[config.mk]
export PLATFORM = sky130hd
export DESIGN_NAME = pipe_stage_elastic
export DESIGN_NICKNAME = d
export VERILOG_FILES = /design/src/rtl/pipe_stage_elastic.sv
export SDC_FILE = /design/constraint.sdc
export NUM_CORES = 1
export LEC_CHECK = 0
export ABC_CLOCK_PERIOD_IN_PS = 1700
export CAP_MARGIN = 20
export CELL_PAD_IN_SITES_DETAIL_PLACEMENT = 0
export CELL_PAD_IN_SITES_GLOBAL_PLACEMENT = 1
export CORE_MARGIN = 3
export CORE_UTILIZATION = 29
export CTS_CLUSTER_DIAMETER = 80
export DETAILED_ROUTE_END_ITERATION = 10
export PLACE_DENSITY = 0.85
export RECOVER_POWER = 50
export SETUP_SLACK_MARGIN = 0.2
export SYNTH_ARGS = -nofsm -noshare
export SYNTH_HDL_FRONTEND = slang
export SYNTH_SLANG_ARGS = --single-unit
[constraint.sdc]
create_clock -name clk_i -period 1.7 [get_ports clk_i]
set_clock_uncertainty 0.1 [all_clocks]
set_input_delay 0.255 -clock clk_i [delete_from_list [all_inputs] [get_ports clk_i]]
set_output_delay 0.255 -clock clk_i [all_outputs]
set_load 0.05 [all_outputs]
[src/rtl/pipe_stage_elastic.sv]
// Elastic DEPTH-stage pipeline register with valid/ready handshake, bubble
// collapsing, flush and start gating; ctrl is forced to zero in empty slots.
module pipe_stage_elastic #(
  parameter int DATA_W         = 32,
  parameter int CTRL_W         = 8,
  parameter int DEPTH          = 1,
  parameter bit ZERO_ON_BUBBLE = 1'b1
) (
  input  logic              clk_i,
  input  logic              rst_i,
  input  logic              start_i,
  input  logic              flush_i,
  input  logic              in_valid_i,
  output logic              in_ready_o,
  input  logic [CTRL_W-1:0] ctrl_i,
  input  logic [DATA_W-1:0] data_i,
  output logic              out_valid_o,
  input  logic              out_ready_i,
  output logic [CTRL_W-1:0] ctrl_o,
  output logic [DATA_W-1:0] data_o,
  output logic [2:0]        count_o
);

  if (DEPTH < 1 || DEPTH > 4) begin : g_bad_depth
    $error("pipe_stage_elastic: DEPTH must be in 1..4");
  end

  logic [DEPTH-1:0]  valid_q;
  logic [DEPTH-1:0]  ready_c;
  logic [CTRL_W-1:0] ctrl_q [DEPTH];
  logic [DATA_W-1:0] data_q [DEPTH];

  // A stage can load when it is empty or its occupant moves on this edge.
  always_comb begin
    logic rdy_next;
    rdy_next = out_ready_i;
    ready_c  = '0;
    for (int k = DEPTH - 1; k >= 0; k--) begin
      rdy_next   = ~valid_q[k] | rdy_next;
      ready_c[k] = rdy_next;
    end
  end

  // Flush drops the incoming item but keeps ready high so upstream never stalls.
  assign in_ready_o = rst_i & start_i & (flush_i | ready_c[0]);

  genvar gi;
  generate
    for (gi = 0; gi < DEPTH; gi++) begin : g_stage
      logic              src_valid;
      logic [CTRL_W-1:0] src_ctrl;
      logic [DATA_W-1:0] src_data;
      logic              valid_reg;
      logic [CTRL_W-1:0] ctrl_reg;
      logic [DATA_W-1:0] data_reg;

      if (gi == 0) begin : g_head
        assign src_valid = in_valid_i;
        assign src_ctrl  = ctrl_i;
        assign src_data  = data_i;
      end else begin : g_body
        assign src_valid = valid_q[gi-1];
        assign src_ctrl  = ctrl_q[gi-1];
        assign src_data  = data_q[gi-1];
      end

      always_ff @(posedge clk_i or negedge rst_i) begin
        if (!rst_i) begin
          valid_reg <= 1'b0;
          ctrl_reg  <= '0;
          data_reg  <= '0;
        end else if (!start_i) begin
          valid_reg <= 1'b0;
          ctrl_reg  <= '0;
          data_reg  <= '0;
        end else if (flush_i) begin
          valid_reg <= 1'b0;
          ctrl_reg  <= '0;
          if (ZERO_ON_BUBBLE) data_reg <= '0;
        end else if (ready_c[gi]) begin
          valid_reg <= src_valid;
          if (src_valid) begin
            ctrl_reg <= src_ctrl;
            data_reg <= src_data;
          end else begin
            ctrl_reg <= '0;
            if (ZERO_ON_BUBBLE) data_reg <= '0;
          end
        end
      end

      assign valid_q[gi] = valid_reg;
      assign ctrl_q[gi]  = ctrl_reg;
      assign data_q[gi]  = data_reg;
    end
  endgenerate

  always_comb begin
    logic [2:0] cnt;
    cnt = '0;
    for (int k = 0; k < DEPTH; k++) cnt = cnt + 3'(valid_q[k]);
    count_o = cnt;
  end

  assign out_valid_o = valid_q[DEPTH-1];
  assign ctrl_o      = ctrl_q[DEPTH-1];
  assign data_o      = data_q[DEPTH-1];

endmodule

# Word-level counts from Yosys, hierarchy flattened
# Index checks and enable logic that the tools add are counted.
[totals]
register_bits = 41
output_inout_bits = 45
wordCells = 20
in_bits = 46
[op_classes]
eq_ne = 1
n_mux = 11
bitwise = 5
[op_table]
columns = ["op", "n"]
rows = [
  ["two-way mux 32 bit", 4],
  ["two-way mux 8 bit", 4],
  ["two-way mux 1 bit", 3],
  ["inequality test 3 x 1 -> 1 bit (second input constant)", 1],
  ["AND 1 bit", 2],
  ["bitwise OR 1 bit", 2],
  ["NOT 1 bit", 1],
]

# Logic depth before layout (Yosys ltp)
# Gate-level depths: netlist of the first run.
[depth]
word_depth = 5
ltp_mapped = 4
depth_no_buf = 2

# Worst setup path after synthesis of the first run
# Ideal clock, no wire load.
[synth_timing]
path_type = "register -> output"
from = "register g_stage[0].valid_reg (netlist: out_valid_o)"
to = "output in_ready_o"
stages_incl_launch_ff = 5
required_ps = 1345
path_slack_ps = -106
path_buffers = 2
arrival_ps = 1451
path_cell_list = "dfrtp_1 > nand2b_1 > clkbuf_1 > buf_2 > o211a_1"
[synth_between]
elab_chain_len = 4
[synth_rtl]
columns = ["element", "line", "rtl"]
rows = [
  ["from (decl)", "53", "logic valid_reg;"],
  ["from (signal assigned)", "81", "valid_reg <= src_valid;"],
  ["NOT 1 bit", "39", "rdy_next = ~valid_q[k] | rdy_next;"],
  ["bitwise OR 1 bit", "39", ""],
  ["bitwise OR 1 bit", "45", "assign in_ready_o = rst_i & start_i & (flush_i | ready_c[0]);"],
  ["AND 1 bit", "45", ""],
  ["to (decl)", "14", "output logic in_ready_o,"],
]
# Every way passes these cells.

# Final worst setup path of the first run
[layout_timing]
from = "register g_stage[0].data_reg[12] (netlist: data_o[12])"
to = "output data_o[12]"
[layout_lines]
columns = ["element", "line", "rtl"]
rows = [
  ["from (decl)", "55", "logic [DATA_W-1:0] data_reg;"],
  ["from (signal assigned)", "84", "data_reg <= src_data;"],
  ["to (decl)", "20", "output logic [DATA_W-1:0] data_o,"],
]
# No word-level cell between the ends.

==> results of run 1 <==
-- per-stage QoR --
| stage | hold WS, ps | std cells | utilization |
|---|---|---|---|
| after global routing | 410 | 264 | 0.473 |
| final | 392 | 264 | 0.473 |
| after floorplan | -141 | 106 | - |
| after global placement | 302 | 253 | 0.467 |
| after CTS | 399 | 264 | 0.489 |
| after detailed placement | 306 | 253 | 0.467 |
-- metal layers --
layer | vias up | track usage | wire length (um)
met3 | 6 | 0.0818 | 630
met1 | 662 | 0.166 | 1680
li1 | 600 | - | -
met4 | 0 | 0.0456 | 59
met5 | - | 0 | 0
met2 | 77 | 0.218 | 1980
-- final cells by class --
cell class	instances	area share
repair buffers	98	0.329
flip-flops and latches	41	0.414
clock inverters	2	0.00404
clock buffers	6	0.0293
multi-input cells	47	0.188
well taps	70	0.0353
-- cells by family (layout without fill, tap and decap cells) --
logic type | Yosys count | count (layout) | share of synthesized area
AOI/OAI and AO/OA | 41 | 41 | 0.254
DFF | 41 | 41 | 0.635
other | 1 | 2 | 0.00232
buffers and inverters | 18 | 106 | 0.0875
and+or+nand+nor | 4 | 4 | 0.0209
-- where the power goes --
part	switching (W)	total (W)	internal, W
clock network	0.000324	0.000609	0.000285
logic	0.000197	0.000353	0.000157
registers	0.0000151	0.00102	0.00100
total	0.000536	0.00198	0.00144
-- cells in the mapped netlist --
library cell,count
dfrtp_1,41
conb_1,1
or2_1,1
o211a_1,1
buf_2,5
clkbuf_1,1
buf_6,6
and4bb_1,1
a32o_1,40
nand2b_1,1
buf_4,6
and3b_1,1
-- registers in the layout, summed over array words and instances (netlist names) --
| name | count |
|---|---|
| data_o | 32 |
| ctrl_o | 8 |
| out_valid_o | 1 |
-- timing repair --
| item | in CTS | in global routing |
|---|---|---|
| setup buffers | 2 | 0 |
| hold buffers | 1 | 0 |
| pin swaps | 1 | 0 |
| endpoints found under the hold margin | 41 | 0 |
| gates resized for setup | 2 | 0 |
| setup endpoints to repair | 1 | 1 |
-- worst max-delay path by stage --
stage / endpoint / depth (start not counted) / startpoint / slack (ps)
finish: data_o[12] / 1 / data_o[12] / 220
detailed placement: data_o[22] / 4 / flush_i / 10
global route: data_o[12] / 1 / data_o[12] / 160
floorplan: in_ready_o / 4 / out_valid_o / 180
global placement: data_o[0] / 4 / flush_i / 60
CTS: in_ready_o / 3 / out_valid_o / 200
==> results.rst, run 1 <==
.. list-table::
   :header-rows: 1

   * - Metric
     - Value
   * - Count of cells along the worst hold path
     - 1
   * - H-tree depth
     - 2
   * - Syn Inst Count
     - about 110
   * - Final Instance Area
     - about 2500 um2
   * - Worst setup path category
     - reg2out
   * - Worst flop-to-flop path startpoint
     - out_valid_o
   * - First-pass GRT wire length
     - ~6900 um
   * - Antenna violations before repair
     - 0
   * - Post-Route Setup TNS
     - 0 ps
   * - Die H
     - ~80 um
   * - Number of buffers added on ports
     - 88
   * - Most frequent standard cell in the layout excluding fill and tap cells
     - clkdlybuf4s50_1
   * - Pin count of the biggest net entering global routing
     - 42
   * - Share of cells above drive strength 1
     - 0.211
   * - TritonCTS clock tree
     - built
   * - Buffers and inverters on the worst path
     - 1
   * - Post-Route WL
     - roughly 4300 um
   * - Pre-CTS worst setup slack
     - 13.5 ps
   * - Drt pass-1 iters
     - 4
   * - Register area
     - slightly above 1000 um2
   * - Root buf cell
     - clkbuf_8
   * - 1st-iter DRT viols
     - 79
   * - Family of cells with the greatest summed delay on the critical path
     - buffers and inverters
   * - Startpoint kind of the worst setup timing path
     - flop
   * - Boundary Pins
     - 91
   * - Synth warn
     - 0
   * - Area post-placement
     - 2440 um2
   * - Slew at the pin closest to its max-slew limit
     - between 600 and 700 ps
   * - Max FO, Critical Path
     - 2
   * - Core box area
     - 5240 um2
   * - Shortest period the worst path allows
     - 1480 ps
   * - GRT Residual Overflow
     - 0
   * - Clock Pin Slew Worst Setup and Hold Paths
     - 80 ps
   * - Aggregate global-route resource usage
     - 0.142
   * - Number of standard-cell rows in the floorplan
     - 26
   * - Hold violation total from the final report
     - 0
   * - Peak clock frequency supported by timing
     - 0.674 GHz
   * - Final setup margin
     - 215 ps
   * - Required @ worst endpoint
     - 1340 ps
   * - Number of sinks driven by the clock tree
     - 41
   * - Max Cap Viol
     - 0
   * - Fraction of the yosys area taken by sequential cells
     - 0.635
   * - DIE AREA
     - 6500 um2
   * - Critical-path top delay cell
     - buf_1
   * - Starting density of the core
     - 0.308
   * - Fin nets
     - 239
   * - Cell taking the most area after synthesis
     - dfrtp_1
   * - Area of the multi-input gates
     - 467 um2
   * - Number of cells traversed by the worst register-to-register path
     - 4
   * - Die extent in x
     - 80.6 um
   * - Number of vias per cell after detailed routing
     - between 5 and 6
   * - Post-DP HPWL
     - slightly above 3000 um
   * - Setup repair after global routing missed its margin
     - yes
   * - Ordered list of cells on the worst path
     - buf_1
   * - Total power per unit cell area
     - 798 nW/um2
   * - Synth-to-layout area growth
     - 53.4%
   * - Endpoint kind of the worst setup timing path
     - primary output
   * - Post-synthesis cell area
     - roughly 1600 um2
   * - Worst EP arrival
     - about 1100 ps
   * - Final Max Slew Viols
     - 0
   * - Detailed-route via count
     - 1345
   * - Via count of the first global-routing pass
     - 1402
   * - Finish-stage setup viols
     - 0
   * - Number of nets with antenna violations after detailed routing
     - 0
   * - Most frequent cells in the layout
     - clkdlybuf4s50_1, a32o_1, dfrtp_1, buf_4, clkbuf_1
   * - Reg2Reg Setup Slack
     - 250 ps
   * - Dominant cells by area after synthesis
     - dfrtp_1, a32o_1, buf_6, buf_4, buf_2
   * - Final Wtd Congestion
     - roughly 0.72
   * - Total power
     - 0.00198 W
   * - #FFs+latches synth
     - between 40 and 50
   * - Number of distinct library cell variants in the gate-level netlist after synthesis
     - 12
   * - Number of CTS-inserted buffers
     - 5
   * - Remaining DRCs
     - 0
   * - Max-Slew Margin vs Limit
     - 0.589
   * - Number of fill cells
     - 507
   * - Endpoint, Worst Hold
     - data_o[21]
   * - Wire length per cell after detailed routing
     - 16.5 um
   * - Terminus of the critical flop-to-flop path
     - data_o[22]
   * - Slowest stage delay, CP
     - 490 ps
   * - Number of inserted diodes
     - 0
   * - Hold/Removal Path Class
     - reg2reg
   * - Area fraction of the dominant cell type after synthesis
     - 0.635
   * - Max rail drop VDD
     - about 500 uV
   * - Result of the run
     - finished clean
   * - Clock latency reported for the late side of the worst-skew pair
     - 290 ps
   * - Critical hold path startpoint
     - data_o[21]
   * - Max Root-Sink Buffers
     - 2
   * - Synth Area per Inst
     - 15.4 um2
   * - Share of the cycle needed by the critical path after routing
     - 0.873
   * - LEAKAGE
     - 1.10 nW
Note: power is estimated with default switching activity, not from simulation.
==> run 2: changes to the inputs <==
--- a/config.mk
+++ b/config.mk
@@ -5,7 +5,7 @@
 export SDC_FILE = /design/constraint.sdc
 export NUM_CORES = 1
 export LEC_CHECK = 0
-export ABC_CLOCK_PERIOD_IN_PS = 1700
+export ABC_CLOCK_PERIOD_IN_PS = 1410
 export CAP_MARGIN = 20
 export CELL_PAD_IN_SITES_DETAIL_PLACEMENT = 0
 export CELL_PAD_IN_SITES_GLOBAL_PLACEMENT = 1
==> constraint.sdc (replaced) <==
create_clock -name clk_i -period 1.41 [get_ports clk_i]
set_clock_uncertainty 0.1 [all_clocks]
set_input_delay 0.2115 -clock clk_i [delete_from_list [all_inputs] [get_ports clk_i]]
set_output_delay 0.2115 -clock clk_i [all_outputs]
set_load 0.05 [all_outputs]
==> run 2 against run 1 <==
Against the previous run: the run now ends with negative setup slack left; routed wire length grew 13%; critical path depth grew 3; worst setup slack lost 260 ps; largest cell class is now buffers; critical path type is now reg2reg; critical endpoint is now out_valid_o; via count grew 2.4%; utilization grew 14 points; power grew 27%; first-iteration DRC count shrank 32%; non-clock buffer count grew 11; clock power grew 21%; final area grew 29%; sequential share of layout area shrank 9.4 points.
==> results.rst, run 2 (synthesized netlist as in run 1, its figures left out) <==
.. list-table::
   :header-rows: 1

   * - Metric
     - Value
   * - Shortest period the worst path allows
     - 1460 ps
   * - Antenna violations before repair
     - 0 (unchanged)
   * - Clock latency reported for the late side of the worst-skew pair
     - 290 ps (about the same)
   * - Wire length per cell after detailed routing
     - 17.9 um (+8.5%)
   * - H-tree depth
     - 2 (unchanged)
   * - Most frequent standard cell in the layout excluding fill and tap cells
     - buf_12
   * - Share of cells above drive strength 1
     - 0.371 (+0.159)
   * - Slew at the pin closest to its max-slew limit
     - 565 ps (-54.3 ps)
   * - Area of the multi-input gates
     - 470 um2 (+0.80%)
   * - Clock Pin Slew Worst Setup and Hold Paths
     - 80 ps (about the same)
   * - Number of CTS-inserted buffers
     - 5 (unchanged)
   * - Required @ worst endpoint
     - 1490 ps (+150 ps)
   * - Share of the core filled with cells in the final layout
     - 0.612 (+0.139)
   * - Startpoint kind of the worst setup timing path
     - flop
   * - Via count of the first global-routing pass
     - 1447 (+3.2%)
   * - Number of nets with antenna violations after detailed routing
     - 0 (unchanged)
   * - Number of vias per cell after detailed routing
     - 5.01 (-1.7%)
   * - Worst EP arrival
     - 1530 ps (+400 ps)
   * - Core box area
     - 5240 um2 (unchanged)
   * - Violated checks
     - negative setup slack
   * - Die H
     - 80.6 um (unchanged)
   * - Root buf cell
     - clkbuf_8
   * - Hold violation total from the final report
     - 0 (unchanged)
   * - Final Wtd Congestion
     - 0.666 (-7.6%)
   * - Setup repair after global routing missed its margin
     - yes
   * - Share of the cycle needed by the critical path after routing
     - 1.03
   * - Max rail drop VDD
     - 495 uV (-1.0%)
   * - Register area
     - 1030 um2 (unchanged)
   * - Max Cap Viol
     - 0 (unchanged)
   * - 1st-iter DRT viols
     - 54 (-32%)
   * - Peak clock frequency supported by timing
     - 0.686 GHz
   * - Starting density of the core
     - 0.308 (unchanged)
   * - Number of buffers added on ports
     - 88 (unchanged)
   * - Finish-stage setup viols
     - 39 (+39)
   * - Detailed-route via count
     - 1377 (+2.4%)
   * - DIE AREA
     - 6500 um2 (unchanged)
   * - First-pass GRT wire length
     - 7260 um (+5.6%)
   * - Boundary Pins
     - 91 (unchanged)
   * - Result of the run
     - finished, violations left
   * - Worst setup path category
     - reg2reg
   * - Number of standard-cell rows in the floorplan
     - 26 (unchanged)
   * - Final Max Slew Viols
     - 0 (unchanged)
   * - LEAKAGE
     - 1.37 nW (+25%)
   * - Synth-to-layout area growth
     - 98.5%
   * - Total power per unit cell area
     - 786 nW/um2 (-1.5%)
   * - Number of inserted diodes
     - 0 (unchanged)
   * - Post-Route Hold Slack
     - 445 ps (+52.9 ps)
   * - Aggregate global-route resource usage
     - 0.147 (+0.00579)
   * - TritonCTS clock tree
     - built
   * - Fin nets
     - 250 (+4.6%)
   * - Number of sinks driven by the clock tree
     - 41 (unchanged)
   * - Max Root-Sink Buffers
     - 2 (unchanged)
   * - Drt pass-1 iters
     - 4 (unchanged)
   * - Final setup margin
     - -48.7 ps (-264 ps)
   * - Remaining DRCs
     - 0 (unchanged)
   * - Endpoint kind of the worst setup timing path
     - flop
   * - Post-DP HPWL
     - 3170 um (+3.0%)
   * - Max FO, Critical Path
     - 10 (+8)
   * - Die extent in x
     - 80.6 um (unchanged)
   * - Hold/Removal Path Class
     - in2reg
   * - Post-Route WL
     - 4910 um (+13%)
   * - Number of fill cells
     - 414 (-18%)
   * - Most frequent cells in the layout
     - buf_12, clkdlybuf4s50_1, a32o_1, dfrtp_1, buf_4
   * - Pre-CTS worst setup slack
     - -194 ps (-208 ps)
   * - GRT Residual Overflow
     - 0 (unchanged)
   * - Pin count of the biggest net entering global routing
     - 42 (unchanged)
   * - Flip-flop count of the largest register after layout
     - 32 (unchanged)
   * - Max-Slew Margin vs Limit
     - 0.623 (+0.0345)
run 2: changes by cell type in the layout (fill, tap and decap cells not counted), sizes merged:
cell           before  now
clkdlybuf4s50      43   42
buf                32   61
clkinvlp            0    1
dlygate4sd2         1    2
clkbuf             27    8
run 2: what timing repair did:
item / CTS / global route
pin swaps: 1 / 0
gates resized for setup: 3 / 3
hold buffers: 1 / 0
setup buffers: 2 / 7
setup endpoints to repair: 44 / 69
hold endpoints to repair: 41 / 0
cloned: 0 / 4
run 2: critical path, cell delays in order, from the launching register on:
cell	delay, ps
dfrtp_2	430
buf_4	170
and4bb_4	250
clkbuf_16	180
or2_1	210
run 2: final timing paths:
| check | slack, ps | from | to | cells past startpoint |
|---|---|---|---|---|
| worst min-delay path | 440 | data_i[11] | data_o[11] | 2 |
| worst max register to register | -50 | out_valid_o | out_valid_o | 4 |
| worst max-delay path | -50 | out_valid_o | out_valid_o | 4 |
| min in group asynchronous | 490 | rst_i | data_o[21] | 3 |
| max in group asynchronous | 310 | rst_i | out_valid_o | 3 |
| worst min register to register | 460 | data_o[8] | data_o[8] | 1 |
run 2: cell type report:
| cell class | count | share of cell area |
|---|---|---|
| clock buffer | 5 | 0.0215 |
| clock inverter | 3 | 0.00546 |
| multi-input combinational | 47 | 0.147 |
| sequential | 41 | 0.320 |
| tap | 70 | 0.0273 |
| timing repair buffer | 109 | 0.479 |
run 2: layer usage:
metal,vias to the layer above,track usage,wire [um]
met5,-,0,0
met4,0,0.0304,12
met3,2,0.0605,395
met2,56,0.267,2670
met1,702,0.161,1840
li1,617,-,-
run 2: stage by stage:
step / TNS, ps / total power, W / cell area (um2) / std cells
final: -650 / 0.00252 / 3210 / 275
after global routing: -1860 / 0.00264 / 3210 / 275
after CTS: -825 / 0.00254 / 3070 / 264
after detailed placement: -7480 / 0.00179 / 2960 / 253
after global placement: -6480 / 0.00178 / 2960 / 253
after floorplan: -65.3 / 0.00147 / 1650 / 106
run 2: power by group:
part	switching, W	leakage [nW]	total (W)	internal [W]
registers	0.0000348	0.561	0.00124	0.00121
clock network	0.000395	0.0439	0.000736	0.000341
logic	0.000246	0.769	0.000543	0.000297
==> run 3: changes to the inputs <==
--- a/config.mk
+++ b/config.mk
@@ -5,12 +5,13 @@
 export SDC_FILE = /design/constraint.sdc
 export NUM_CORES = 1
 export LEC_CHECK = 0
+export ABC_AREA = 1
 export ABC_CLOCK_PERIOD_IN_PS = 1410
 export CAP_MARGIN = 20
 export CELL_PAD_IN_SITES_DETAIL_PLACEMENT = 0
 export CELL_PAD_IN_SITES_GLOBAL_PLACEMENT = 1
 export CORE_MARGIN = 3
-export CORE_UTILIZATION = 29
+export CORE_UTILIZATION = 28
 export CTS_CLUSTER_DIAMETER = 80
 export DETAILED_ROUTE_END_ITERATION = 10
 export PLACE_DENSITY = 0.85
==> run 3 against run 2 <==
Against the previous run: the flow now finishes without violations; flip-flop and latch count unchanged; utilization shrank 6.4 points; via count grew 31%; clock power grew 1%; combinational power is 5.9% higher; first-iteration DRC count increased by 54%; synthesized cell count is 84% higher; routed wire length is 23% higher; final cell count rose by 37%; non-clock buffer count grew 8; maximum frequency up 5.1%; critical path type is now reg2out; largest cell class unchanged; highest routed layer unchanged.
==> results.rst, run 3 <==
.. list-table::
   :header-rows: 1

   * - Metric
     - Value
   * - Number of inserted diodes
     - 0 (unchanged)
   * - Number of distinct library cell variants in the gate-level netlist after synthesis
     - 13 (+1)
   * - Critical-path top delay cell
     - dfrtp_2
   * - Slowest stage delay, CP
     - 430 ps (about the same)
   * - Top post-synthesis cells by count
     - nand3_1, nand2_1, dfrtp_1
   * - Max rail drop VDD
     - 320 uV (-35%)
   * - DIE AREA
     - 7340 um2 (+13%)
   * - Most frequent standard cell in the layout excluding fill and tap cells
     - nand3_1
   * - Core box area
     - 6030 um2 (+15%)
   * - Number of vias per cell after detailed routing
     - 4.79 (-4.4%)
   * - Slew at the pin closest to its max-slew limit
     - 564 ps (-1.24 ps)
   * - H-tree depth
     - 2 (unchanged)
   * - Die extent in x
     - 85.7 um (+6.3%)
   * - Shortest period the worst path allows
     - 1390 ps (-70.4 ps)
   * - Area fraction of the dominant cell type after synthesis
     - 0.577 (-0.0581)
   * - Number of CTS-inserted buffers
     - 5 (unchanged)
   * - Number of nets with antenna violations after detailed routing
     - 0 (unchanged)
   * - Share of cells above drive strength 1
     - 0.309 (-0.0618)
   * - GRT Residual Overflow
     - 0 (unchanged)
   * - Aggregate global-route resource usage
     - 0.146 (-0.000993)
   * - Synth warn
     - 0 (unchanged)
   * - First-pass GRT wire length
     - 8560 um (+18%)
   * - TritonCTS clock tree
     - built
   * - Endpoint kind of the worst setup timing path
     - primary output
   * - Total power per unit cell area
     - 773 nW/um2 (-1.6%)
   * - Remaining DRCs
     - 0 (unchanged)
   * - Share of the cycle needed by the critical path after routing
     - 0.985 (-0.0499)
   * - Synth Area per Inst
     - 9.21 um2 (-40%)
   * - Final setup margin
     - 21.8 ps (+70.4 ps)
   * - Post-Route WL
     - 6040 um (+23%)
   * - Pin count of the biggest net entering global routing
     - 42 (unchanged)
   * - Max FO, Critical Path
     - 2 (-8)
   * - Finish-stage setup viols
     - 0 (-100%)
   * - Final Wtd Congestion
     - 0.688 (+3.3%)
   * - Cell taking the most area after synthesis
     - dfrtp_1
   * - LEAKAGE
     - 1.66 nW (+21%)
   * - Worst EP arrival
     - 1080 ps (-450 ps)
   * - Starting density of the core
     - 0.295 (-0.0134)
   * - Max Root-Sink Buffers
     - 2 (unchanged)
   * - Die H
     - 85.7 um (+6.3%)
   * - Result of the run
     - finished clean
   * - Flip-flop count of the largest register after layout
     - 32 (unchanged)
   * - Post-DP HPWL
     - 3780 um (+19%)
   * - Via count of the first global-routing pass
     - 1735 (+20%)
   * - Number of synthesized flops with an enable pin
     - 0 (unchanged)
   * - Total power
     - 0.00255 W (+1.3%)
   * - Startpoint kind of the worst setup timing path
     - flop
   * - Detailed-route via count
     - 1800 (+31%)
   * - Clock Pin Slew Worst Setup and Hold Paths
     - 80 ps (about the same)
   * - Hold violation total from the final report
     - 0 (unchanged)
   * - Setup repair after global routing missed its margin
     - yes
   * - Synth-to-layout area growth
     - 85.8%
   * - Final Max Slew Viols
     - 0 (unchanged)
   * - Antenna violations before repair
     - 0 (unchanged)
   * - Boundary Pins
     - 91 (unchanged)
   * - Clock latency reported for the late side of the worst-skew pair
     - 290 ps (about the same)
   * - Most frequent cells in the layout
     - nand3_1, nand2_1, clkdlybuf4s50_1, dfrtp_1, buf_12
   * - Max-Slew Margin vs Limit
     - 0.624 (+0.000830)
   * - Fin nets
     - 346 (+38%)
   * - Syn Inst Count
     - 193 (+84%)
   * - Required @ worst endpoint
     - 1100 ps (-390 ps)
   * - Number of placed cells counting well taps
     - 347 (+37%)
   * - Most frequent cell after synthesis
     - nand3_1
   * - #FFs+latches synth
     - 41 (unchanged)
   * - Number of buffers added on ports
     - 88 (unchanged)
   * - Hold/Removal Path Class
     - in2reg
   * - Worst setup path category
     - reg2out
   * - FFs w/ async S/R, synth
     - 1.00 (unchanged)
   * - Peak clock frequency supported by timing
     - 0.720 GHz (+5.1%)
   * - Most instantiated flip-flop cell in the synthesis netlist
     - dfrtp_1
   * - Root buf cell
     - clkbuf_8
   * - Drt pass-1 iters
     - 4 (unchanged)
   * - Dominant cells by area after synthesis
     - dfrtp_1, nand3_1, nand2_1, buf_4, buf_6
   * - Post-synthesis cell area
     - 1780 um2 (+10%)
   * - Wire length per cell after detailed routing
     - 16.1 um (-10%)
   * - Number of standard-cell rows in the floorplan
     - 28 (+7.7%)
   * - Pre-CTS worst setup slack
     - -112 ps (+82.3 ps)
   * - Fraction of the yosys area taken by sequential cells
     - 0.577 (-0.0581)
   * - Max Cap Viol
     - 0 (unchanged)
   * - 1st-iter DRT viols
     - 83 (+54%)
   * - Ordered list of cells on the worst path
     - nand2_4 > o21bai_4 > inv_2 > buf_12
   * - Number of sinks driven by the clock tree
     - 41 (unchanged)
   * - Cell Count, Final, Fillers Out
     - 376 (+37%)
[run 3: area by class of cell]
type	count	area (um2)
repair buffers	117	1400
well taps	75	93.8
flip-flops and latches	41	1030
inverters	4	27.5
repair inverters	1	8.76
fillers	546	2720
multi-input cells	130	662
clock buffers	8	80.1
[run 3: worst max-delay path: cells and delay by family (launching register included)]
kind / cells / cell delay, ps
AND/OR/NAND/NOR: 1 / 90
buffers and inverters: 2 / 200
flip-flops: 1 / 430
AO/OA/AOI/OAI: 1 / 60
[run 3: power by group]
part	total, W	leakage [nW]	switching [W]	internal (W)
registers	0.00124	0.561	0.0000287	0.00121
logic	0.000575	1.06	0.000299	0.000276
clock network	0.000743	0.0395	0.000391	0.000352
[run 3: path summary, 6_finish.rpt]
kind | from | endpoint | slack, ps | depth (start not counted)
max | out_valid_o | in_ready_o | 20 | 4
min | start_i | out_valid_o | 320 | 3
max reg2reg | out_valid_o | data_o[21] | 60 | 7
min reg2reg | data_o[15] | data_o[15] | 420 | 2
max in group asynchronous | rst_i | out_valid_o | 310 | 3
min in group asynchronous | rst_i | out_valid_o | 510 | 3
[run 3: routing by layer]
layer	track usage	vias to the layer above	wire length (um)
met2	0.234	59	2930
met4	0.0432	0	53
met5	0	-	0
met1	0.192	877	2700
li1	-	859	-
met3	0.0432	5	364
[run 3: per-stage QoR]
| step | hold WS [ps] | TNS, ps | utilization | cell area, um2 |
|---|---|---|---|---|
| detailed placement | 242 | -3530 | 0.525 | 3170 |
| CTS | 305 | -21.7 | 0.544 | 3280 |
| finish | 323 | 0 | 0.548 | 3300 |
| global route | 320 | -23.9 | 0.548 | 3300 |
| floorplan | -184 | 0 | - | 1790 |
| global placement | 251 | -2290 | 0.525 | 3170 |
[run 3: kinds of logic after synthesis]
kind of cell | share of synthesized area
AO/OA/AOI/OAI | 0.00704
other | 0.00211
AND/OR/NAND/NOR | 0.328
flip-flops | 0.577
buffers and inverters | 0.0859
[run 3: repair_timing]
action / 4_1_cts / 5_1_grt
gates resized for setup: 6 / 21
pin swaps: 2 / 3
cloned: 0 / 8
endpoints found under the hold margin: 41 / 0
hold buffers: 1 / 0
setup buffers: 2 / 10
setup endpoints to repair: 31 / 64
